<file path="config.mk">
export PLATFORM = sky130hd
export DESIGN_NAME = csru_multilane
export DESIGN_NICKNAME = d
export VERILOG_FILES = /design/src/rtl/csru_multilane.sv
export SDC_FILE = /design/constraint.sdc
export NUM_CORES = 1
export LEC_CHECK = 0
export ABC_AREA = 1
export CAP_MARGIN = 30
export CORE_UTILIZATION = 30
export CTS_CLUSTER_DIAMETER = 100
export DETAILED_ROUTE_END_ITERATION = 8
export PLACE_DENSITY_LB_ADDON = 0.05
export REMOVE_ABC_BUFFERS = 1
export SETUP_SLACK_MARGIN = 0.02
export SLEW_MARGIN = 40
export SYNTH_ARGS = -nofsm -noshare
export SYNTH_HDL_FRONTEND = slang
export SYNTH_SLANG_ARGS = --single-unit
</file>
<file path="constraint.sdc">
create_clock -name clk -period 1.8 [get_ports clk]
set_input_delay 0.18 -clock clk [delete_from_list [all_inputs] [get_ports clk]]
set_output_delay 0.18 -clock clk [all_outputs]
set_load 0.005 [all_outputs]
</file>
<file path="src/rtl/csru_multilane.sv">
// User-mode FP/fixed-point CSR file (fflags, frm, fcsr; vxsat, vxrm, vcsr under CSRU_VXCSR_EN)
// with multi-lane flag accumulation through an M->W pending stage and read bypass.
module csru_multilane #(
    parameter int unsigned XLEN   = 64,
    parameter int unsigned NLANES = 2
) (
    input  logic                  clk,
    input  logic                  reset,
    input  logic                  CSRUWriteM,
    input  logic [11:0]           CSRAdrM,
    input  logic [XLEN-1:0]       CSRWriteValM,
    input  logic [1:0]            STATUS_FS,
    input  logic [1:0]            STATUS_VS,
    input  logic [NLANES-1:0]     LaneValidM,
    input  logic [5*NLANES-1:0]   SetFflagsM,
    input  logic [NLANES-1:0]     SetVxsatM,
    input  logic                  StallW,
    input  logic                  FlushW,
    output logic [XLEN-1:0]       CSRUReadValM,
    output logic [2:0]            FRM_REGW,
    output logic [1:0]            VXRM_REGW,
    output logic                  WriteFRMM,
    output logic                  WriteFFLAGSM,
    output logic                  SetFSDirtyW,
    output logic                  SetVSDirtyW,
    output logic                  IllegalCSRUAccessM
);

    localparam int unsigned FLAGW = 5;
    localparam int unsigned RDW   = 8;

    localparam logic [11:0] ADR_FFLAGS = 12'h001;
    localparam logic [11:0] ADR_FRM    = 12'h002;
    localparam logic [11:0] ADR_FCSR   = 12'h003;

    logic [FLAGW-1:0] fflags_q;
    logic [FLAGW-1:0] pend_flags_q;
    logic [FLAGW-1:0] pend_flags_d;
    logic [FLAGW-1:0] pend_flags_byp;
    logic             fp_sel;
    logic             fp_ok;
    logic             vx_ok;
    logic             commit;
    logic             fs_dirty_d;
    logic [RDW-1:0]   rd_val;

    assign commit = ~StallW & ~FlushW;

    // FP class decode and write enables
    assign fp_sel       = (CSRAdrM == ADR_FFLAGS) | (CSRAdrM == ADR_FRM) | (CSRAdrM == ADR_FCSR);
    assign fp_ok        = fp_sel & (STATUS_FS != 2'b00);
    assign WriteFRMM    = CSRUWriteM & (STATUS_FS != 2'b00) &
                          ((CSRAdrM == ADR_FRM) | (CSRAdrM == ADR_FCSR));
    assign WriteFFLAGSM = CSRUWriteM & (STATUS_FS != 2'b00) &
                          ((CSRAdrM == ADR_FFLAGS) | (CSRAdrM == ADR_FCSR));
    assign IllegalCSRUAccessM = ~(fp_ok | vx_ok);

    always_comb begin
        pend_flags_d = '0;
        for (int i = 0; i < int'(NLANES); i++) begin
            pend_flags_d |= SetFflagsM[FLAGW*i +: FLAGW] & {FLAGW{LaneValidM[i]}};
        end
    end

    assign pend_flags_byp = FlushW ? '0 : pend_flags_q;
    assign fs_dirty_d     = WriteFRMM | WriteFFLAGSM | (commit & (pend_flags_q != '0));

    // Younger M-stage write overrides the W-stage commit
    always_ff @(posedge clk or negedge reset) begin
        if (!reset) begin
            FRM_REGW     <= '0;
            fflags_q     <= '0;
            pend_flags_q <= '0;
            SetFSDirtyW  <= 1'b0;
        end else begin
            if (WriteFRMM)
                FRM_REGW <= (CSRAdrM == ADR_FCSR) ? CSRWriteValM[7:5] : CSRWriteValM[2:0];
            if (WriteFFLAGSM)
                fflags_q <= CSRWriteValM[4:0];
            else if (commit)
                fflags_q <= fflags_q | pend_flags_q;
            if (!StallW)
                pend_flags_q <= pend_flags_d;
            SetFSDirtyW <= fs_dirty_d;
        end
    end

`ifdef CSRU_VXCSR_EN
    localparam logic [11:0] ADR_VXSAT = 12'h009;
    localparam logic [11:0] ADR_VXRM  = 12'h00A;
    localparam logic [11:0] ADR_VCSR  = 12'h00F;

    logic vxsat_q;
    logic pend_vx_q;
    logic pend_vx_d;
    logic pend_vx_byp;
    logic vx_sel;
    logic vx_wr;
    logic wr_vxsat;
    logic wr_vxrm;
    logic vs_dirty_d;

    assign vx_sel      = (CSRAdrM == ADR_VXSAT) | (CSRAdrM == ADR_VXRM) | (CSRAdrM == ADR_VCSR);
    assign vx_ok       = vx_sel & (STATUS_VS != 2'b00);
    assign vx_wr       = CSRUWriteM & vx_ok;
    assign wr_vxsat    = vx_wr & ((CSRAdrM == ADR_VXSAT) | (CSRAdrM == ADR_VCSR));
    assign wr_vxrm     = vx_wr & ((CSRAdrM == ADR_VXRM) | (CSRAdrM == ADR_VCSR));
    assign pend_vx_d   = |(SetVxsatM & LaneValidM);
    assign pend_vx_byp = ~FlushW & pend_vx_q;
    assign vs_dirty_d  = vx_wr | (commit & pend_vx_q);

    always_ff @(posedge clk or negedge reset) begin
        if (!reset) begin
            VXRM_REGW   <= '0;
            vxsat_q     <= 1'b0;
            pend_vx_q   <= 1'b0;
            SetVSDirtyW <= 1'b0;
        end else begin
            if (wr_vxrm)
                VXRM_REGW <= (CSRAdrM == ADR_VCSR) ? CSRWriteValM[2:1] : CSRWriteValM[1:0];
            if (wr_vxsat)
                vxsat_q <= CSRWriteValM[0];
            else if (commit)
                vxsat_q <= vxsat_q | pend_vx_q;
            if (!StallW)
                pend_vx_q <= pend_vx_d;
            SetVSDirtyW <= vs_dirty_d;
        end
    end

    logic unused_wdata;
    assign unused_wdata = ^CSRWriteValM[XLEN-1:8];

    always_comb begin
        rd_val = '0;
        case (CSRAdrM)
            ADR_FFLAGS: rd_val = RDW'(fflags_q | pend_flags_byp);
            ADR_FRM:    rd_val = RDW'(FRM_REGW);
            ADR_FCSR:   rd_val = {FRM_REGW, fflags_q | pend_flags_byp};
            ADR_VXSAT:  rd_val = RDW'(vxsat_q | pend_vx_byp);
            ADR_VXRM:   rd_val = RDW'(VXRM_REGW);
            ADR_VCSR:   rd_val = RDW'({VXRM_REGW, vxsat_q | pend_vx_byp});
            default:    rd_val = '0;
        endcase
    end
`else
    assign vx_ok       = 1'b0;
    assign VXRM_REGW   = 2'b00;
    assign SetVSDirtyW = 1'b0;

    logic unused_vx;
    assign unused_vx = ^{STATUS_VS, SetVxsatM, CSRWriteValM[XLEN-1:8]};

    always_comb begin
        rd_val = '0;
        case (CSRAdrM)
            ADR_FFLAGS: rd_val = RDW'(fflags_q | pend_flags_byp);
            ADR_FRM:    rd_val = RDW'(FRM_REGW);
            ADR_FCSR:   rd_val = {FRM_REGW, fflags_q | pend_flags_byp};
            default:    rd_val = '0;
        endcase
    end
`endif

    assign CSRUReadValM = IllegalCSRUAccessM ? '0 : XLEN'(rd_val);

endmodule

</file>
After elaboration in Yosys (flattened, before gate mapping)
Index checks and enable logic that the tools add are counted.
Widths: inputs -> output; s select.
{"block": "word_totals", "in_bits": 99, "reg_bits": 14}
{"block": "op_classes", "n_eq_ne": 3, "n_bitwise": 21, "n_reduce_logical": 3, "mux": 6}
{"cell": "$eq 12x2->1 const B", "count": 2}
{"cell": "$pmux 8 s3", "count": 1}
{"cell": "$or 5x5->5", "count": 4}
{"cell": "$mux 5", "count": 3}
{"cell": "$eq 12x1->1 const B", "count": 1}
{"cell": "$and 5x5->5", "count": 2}
{"cell": "$mux 8", "count": 1}
{"cell": "$and 1x1->1", "count": 6}
{"cell": "$or 1x1->1", "count": 6}
{"cell": "$reduce_bool 5->1", "count": 1}
{"cell": "$reduce_bool 2->1", "count": 2}
{"cell": "$mux 3", "count": 1}
{"cell": "$not 1->1", "count": 3}

Logic depth before layout (Yosys ltp)
{"block": "logic_depth", "depth_word": 5, "mapped_depth": 9, "mapped_depth_nobuf": 9}

Worst setup path before layout
No wires, ideal clock.
{"block": "synth_path", "path_type": "input to output", "from": "in CSRAdrM[11]", "to": "out CSRUReadValM[6]", "slack_ns": 0.663, "arrival_ns": 0.957, "path_stages": 7, "cell_sequence": "nor2_2 nand2_2 nor2_8 nand2_1 nand2_4 nand3_2 nor2_1"}
{"block": "synth_between", "elab_chain_len": 5, "elab_cells_between_ends": 8}
{"item": "from (decl)", "line": "10", "rtl": "input logic [11:0] CSRAdrM,"}
{"item": "$eq 12x1->1 or $eq 12x2->1 (tied branches)", "line": "50, 156"}
{"item": "$or 1x1->1 (2 in a row)", "line": "50", "rtl": "assign fp_sel = (CSRAdrM == ADR_FFLAGS) | (CSRAdrM == ADR_FRM) | (CSRAdrM == ADR_FCSR);"}
{"item": "$and 1x1->1", "line": "51", "rtl": "assign fp_ok = fp_sel & (STATUS_FS != 2'b00);"}
{"item": "$mux 8 (*)", "line": "165", "rtl": "assign CSRUReadValM = IllegalCSRUAccessM ? '0 : XLEN'(rd_val);"}
{"item": "to (decl)", "line": "19", "rtl": "output logic [XLEN-1:0] CSRUReadValM,"}
Every way passes the cells marked *; elsewhere a longest branch is shown, timed or not.

Worst setup path in the final report
{"block": "layout_path", "from": "in STATUS_FS[1]", "to": "out WriteFFLAGSM"}
{"block": "layout_between", "elab_chain_len": 3}
{"item": "from (decl)", "line": "12", "rtl": "input logic [1:0] STATUS_FS,"}
{"item": "$reduce_bool 2->1", "line": "54", "rtl": "assign WriteFFLAGSM = CSRUWriteM & (STATUS_FS != 2'b00) &"}
{"item": "$and 1x1->1 (2 in a row)", "line": "54"}
{"item": "to (decl)", "line": "23", "rtl": "output logic WriteFFLAGSM,"}
No other way between the ends.

==> flow_metrics.env <==
export IMPL_synth_top_cell_by_area="buf_4"
export IMPL_synth_cells=198
export IMPL_crit_fanout=11
export IMPL_crit_family="buffers and inverters"
export IMPL_switching_power_mw=0.217
export IMPL_avgSynthCellArea_um2=7.53
export IMPL_rows=25
export IMPL_drc=0
export IMPL_io_buffers=53
export IMPL_crit_buf_inv=3
export IMPL_gr_usage_all_layers=0.132
export IMPL_max_stage_delay_ps=390
export IMPL_yosysMostFrequentCell="buf_4"
export IMPL_maxSlewViolCount=0
export IMPL_synth_edff_count=0
export IMPL_grt_pass1_vias=1199
export IMPL_rr_endpoint="fflags_q[4]$_DFFE_PN0P_"
export IMPL_place_congestion=0.741
export IMPL_rrSetupSlack_ps=960
export IMPL_drt_iter0_markers=13
export IMPL_static_leakage_power_nw=1.21
export IMPL_grt_ovfl_total=0
export IMPL_synth_ff_type="dfrtp_1"
export IMPL_nFillCells=525
export IMPL_die_area_um2=5250
export IMPL_slowest_stage="clkdlybuf4s50_1"
export IMPL_dpl_hpwl_um=2720
export IMPL_diodes=0
export IMPL_finalSetupViolations=0
export IMPL_synth_area_um2=1490
export IMPL_clk_pin_slew_ps=60
export IMPL_maxCapViolations=0
export IMPL_clk_latency_ps=240
export IMPL_cts_root_buf="clkbuf_8"
export IMPL_cp_depth=6
export IMPL_wl_um=3200
export IMPL_ant_nets=0
export IMPL_r2r_cells=4
export IMPL_r2r_start="pend_flags_q[4]$_DFFE_PN0N_"
export IMPL_numCtsBuffers=3
export IMPL_worstPathArrival_ps=1420
export IMPL_setup_worst_path_end_class="output port"
export IMPL_worst_ep_required_time_ps=1620
export IMPL_fp_coreArea_um2=4750
export IMPL_power_density_nw_per_um2=378
export IMPL_pre_cts_ws_ps=-309
export IMPL_start_util=0.313
export IMPL_drive_gt1_frac=0.230
export IMPL_pwr_share_clk=0.314
export IMPL_synthArstFlopShare=1.00
export IMPL_hp_class="in2async"
export IMPL_final_nets=371
export IMPL_max_freq_ghz=0.624
export IMPL_clock_sinks=14
export IMPL_synth_area_top_cells="buf_4 (30%), dfrtp_1 (24%), nand2_1 (8.6%)"
export IMPL_crit_chain="clkdlybuf4s50_1, or2_1, buf_12, nand2_4, nor2_8, dlygate4sd2_1"
export IMPL_routedWlPerCell_um=9.50
export IMPL_swShare=0.272
export IMPL_yosys_top_cells_count="buf_4 (60), nand2_1 (34), inv_1 (16)"
export IMPL_final_area_um2=2110
export IMPL_ys_ff_latch=14
export IMPL_tritoncts="built"
export IMPL_ys_seq_area_frac=0.235
export IMPL_fin_skew_ps=3.66
export IMPL_clockBufferDepth=2
export IMPL_crit_path_start_kind="primary input"
export IMPL_ir_worst_vdd_uv=245
export IMPL_syn2layout_area_growth_pct=41.4
export IMPL_fin_crit_ps=1600
export IMPL_yosysWarnings=0
export IMPL_vias=1272
export IMPL_io_pins=173
export IMPL_htree_num_levels=1
export IMPL_grt_pass1_wl_um=5380
export IMPL_antenna_found_initial=0
export IMPL_die_h_um=72.5
export IMPL_placed_area_um2=1970
export IMPL_crit_type="in2out"
export IMPL_firstDrtPassIters=4
export IMPL_die_w_um=72.5
export IMPL_synthDominantCellAreaShare=0.302
export IMPL_intPower_mw=0.580
export IMPL_ys_types=27
export IMPL_via_per_inst=3.77
export IMPL_final_setup_worst_slack_ps=197
export IMPL_status="finished clean"
export IMPL_p_comb_frac=0.262
export IMPL_rsz0062_at_grt="false"
export IMPL_grt_max_degree=12
export IMPL_finalCritPeriodShare=0.891
export IMPL_pwr_share_seq=0.424
export IMPL_hold_viol_final=0
[layer usage]
| metal | track usage | share of wire | vias to the layer above |
|---|---|---|---|
| met5 | 0 | 0 | - |
| met4 | 0.0327 | 0.0047 | 0 |
| met3 | 0.0264 | 0.074 | 2 |
| met1 | 0.163 | 0.43 | 542 |
| li1 | - | - | 659 |
| met2 | 0.233 | 0.49 | 69 |
[power by group through the flow]
| stage | clock network, mW | logic (mW) | registers [mW] |
|---|---|---|---|
| global placement | 0 | 0.207 | 0.343 |
| global route | 0.276 | 0.237 | 0.339 |
| detailed placement | 0 | 0.207 | 0.343 |
| finish | 0.251 | 0.209 | 0.338 |
| floorplan | 0 | 0.0812 | 0.342 |
| CTS | 0.261 | 0.209 | 0.337 |
[worst max-delay path by stage]
stage                                    endpoint          from
after floorplan           fflags_q[0]$_DFFE_PN0P_  STATUS_FS[1]
after global placement            CSRUReadValM[4]   CSRAdrM[11]
after detailed placement          CSRUReadValM[3]   CSRAdrM[11]
after CTS                         CSRUReadValM[5]    CSRAdrM[7]
after global routing           IllegalCSRUAccessM    CSRAdrM[6]
final                                WriteFFLAGSM  STATUS_FS[1]
[placed cells by master, fill, tap and decap left out]
cell,count
and2_4,1
nand2_1,31
o21ai_4,1
clkdlybuf4s50_1,30
dfrtp_1,14
dlygate4sd2_1,6
nand3_4,1
nand4_1,7
nor2_1,4
nand2_4,6
nand3_2,2
clkdlybuf4s15_1,1
nand3_1,6
o21ai_1,4
buf_12,1
a22oi_1,5
inv_4,1
o21bai_1,2
conb_1,59
clkdlybuf4s15_2,1
dlymetal6s2s_1,10
nand2_2,5
o21ai_0,2
inv_2,5
or2_0,1
buf_2,5
buf_4,14
a21oi_1,11
or2_1,1
nor2_4,2
nor2_2,8
clkbuf_8,3
nor2_8,3
buf_6,3
inv_1,14
[area by class of cell]
| cell class | instances | area (um^2) | area share |
|---|---|---|---|
| Clock buffer | 3 | 41.3 | 0.0196 |
| Inverter | 20 | 77.6 | 0.0368 |
| Multi-Input combinational cell | 162 | 871 | 0.413 |
| Sequential cell | 14 | 350 | 0.166 |
| Tap cell | 67 | 83.8 | 0.0398 |
| Timing Repair Buffer | 71 | 683 | 0.324 |
[registers in the layout, summed over array words and instances (netlist names)]
register and flops:
pend_flags_q 5, fflags_q 5, FRM_REGW 3, SetFSDirtyW 1
[logic make-up after synthesis]
group,share of synthesized area
compound gates,0.103
buf+inv,0.357
flops,0.235
other cells,0.00252
simple gates,0.302
[metrics by stage]
stage,util,total power [mW],TNS [ps],std cells,hold slack [ps]
floorplan,-,0.423,0,195,-116
global placement,0.414,0.551,-2720,327,484
detailed placement,0.414,0.550,-2880,327,474
CTS,0.432,0.807,-298,335,211
global route,0.443,0.852,0,337,243
finish,0.443,0.797,0,337,209
[what timing repair did]
action / CTS / global route
hold buffers: 0 / 0
endpoints found under the setup margin: 11 / 11
pin swaps: 8 / 10
cloned: 1 / 0
resized for setup: 40 / 17
setup buffers: 4 / 2
(Power assumes the default switching activity.)
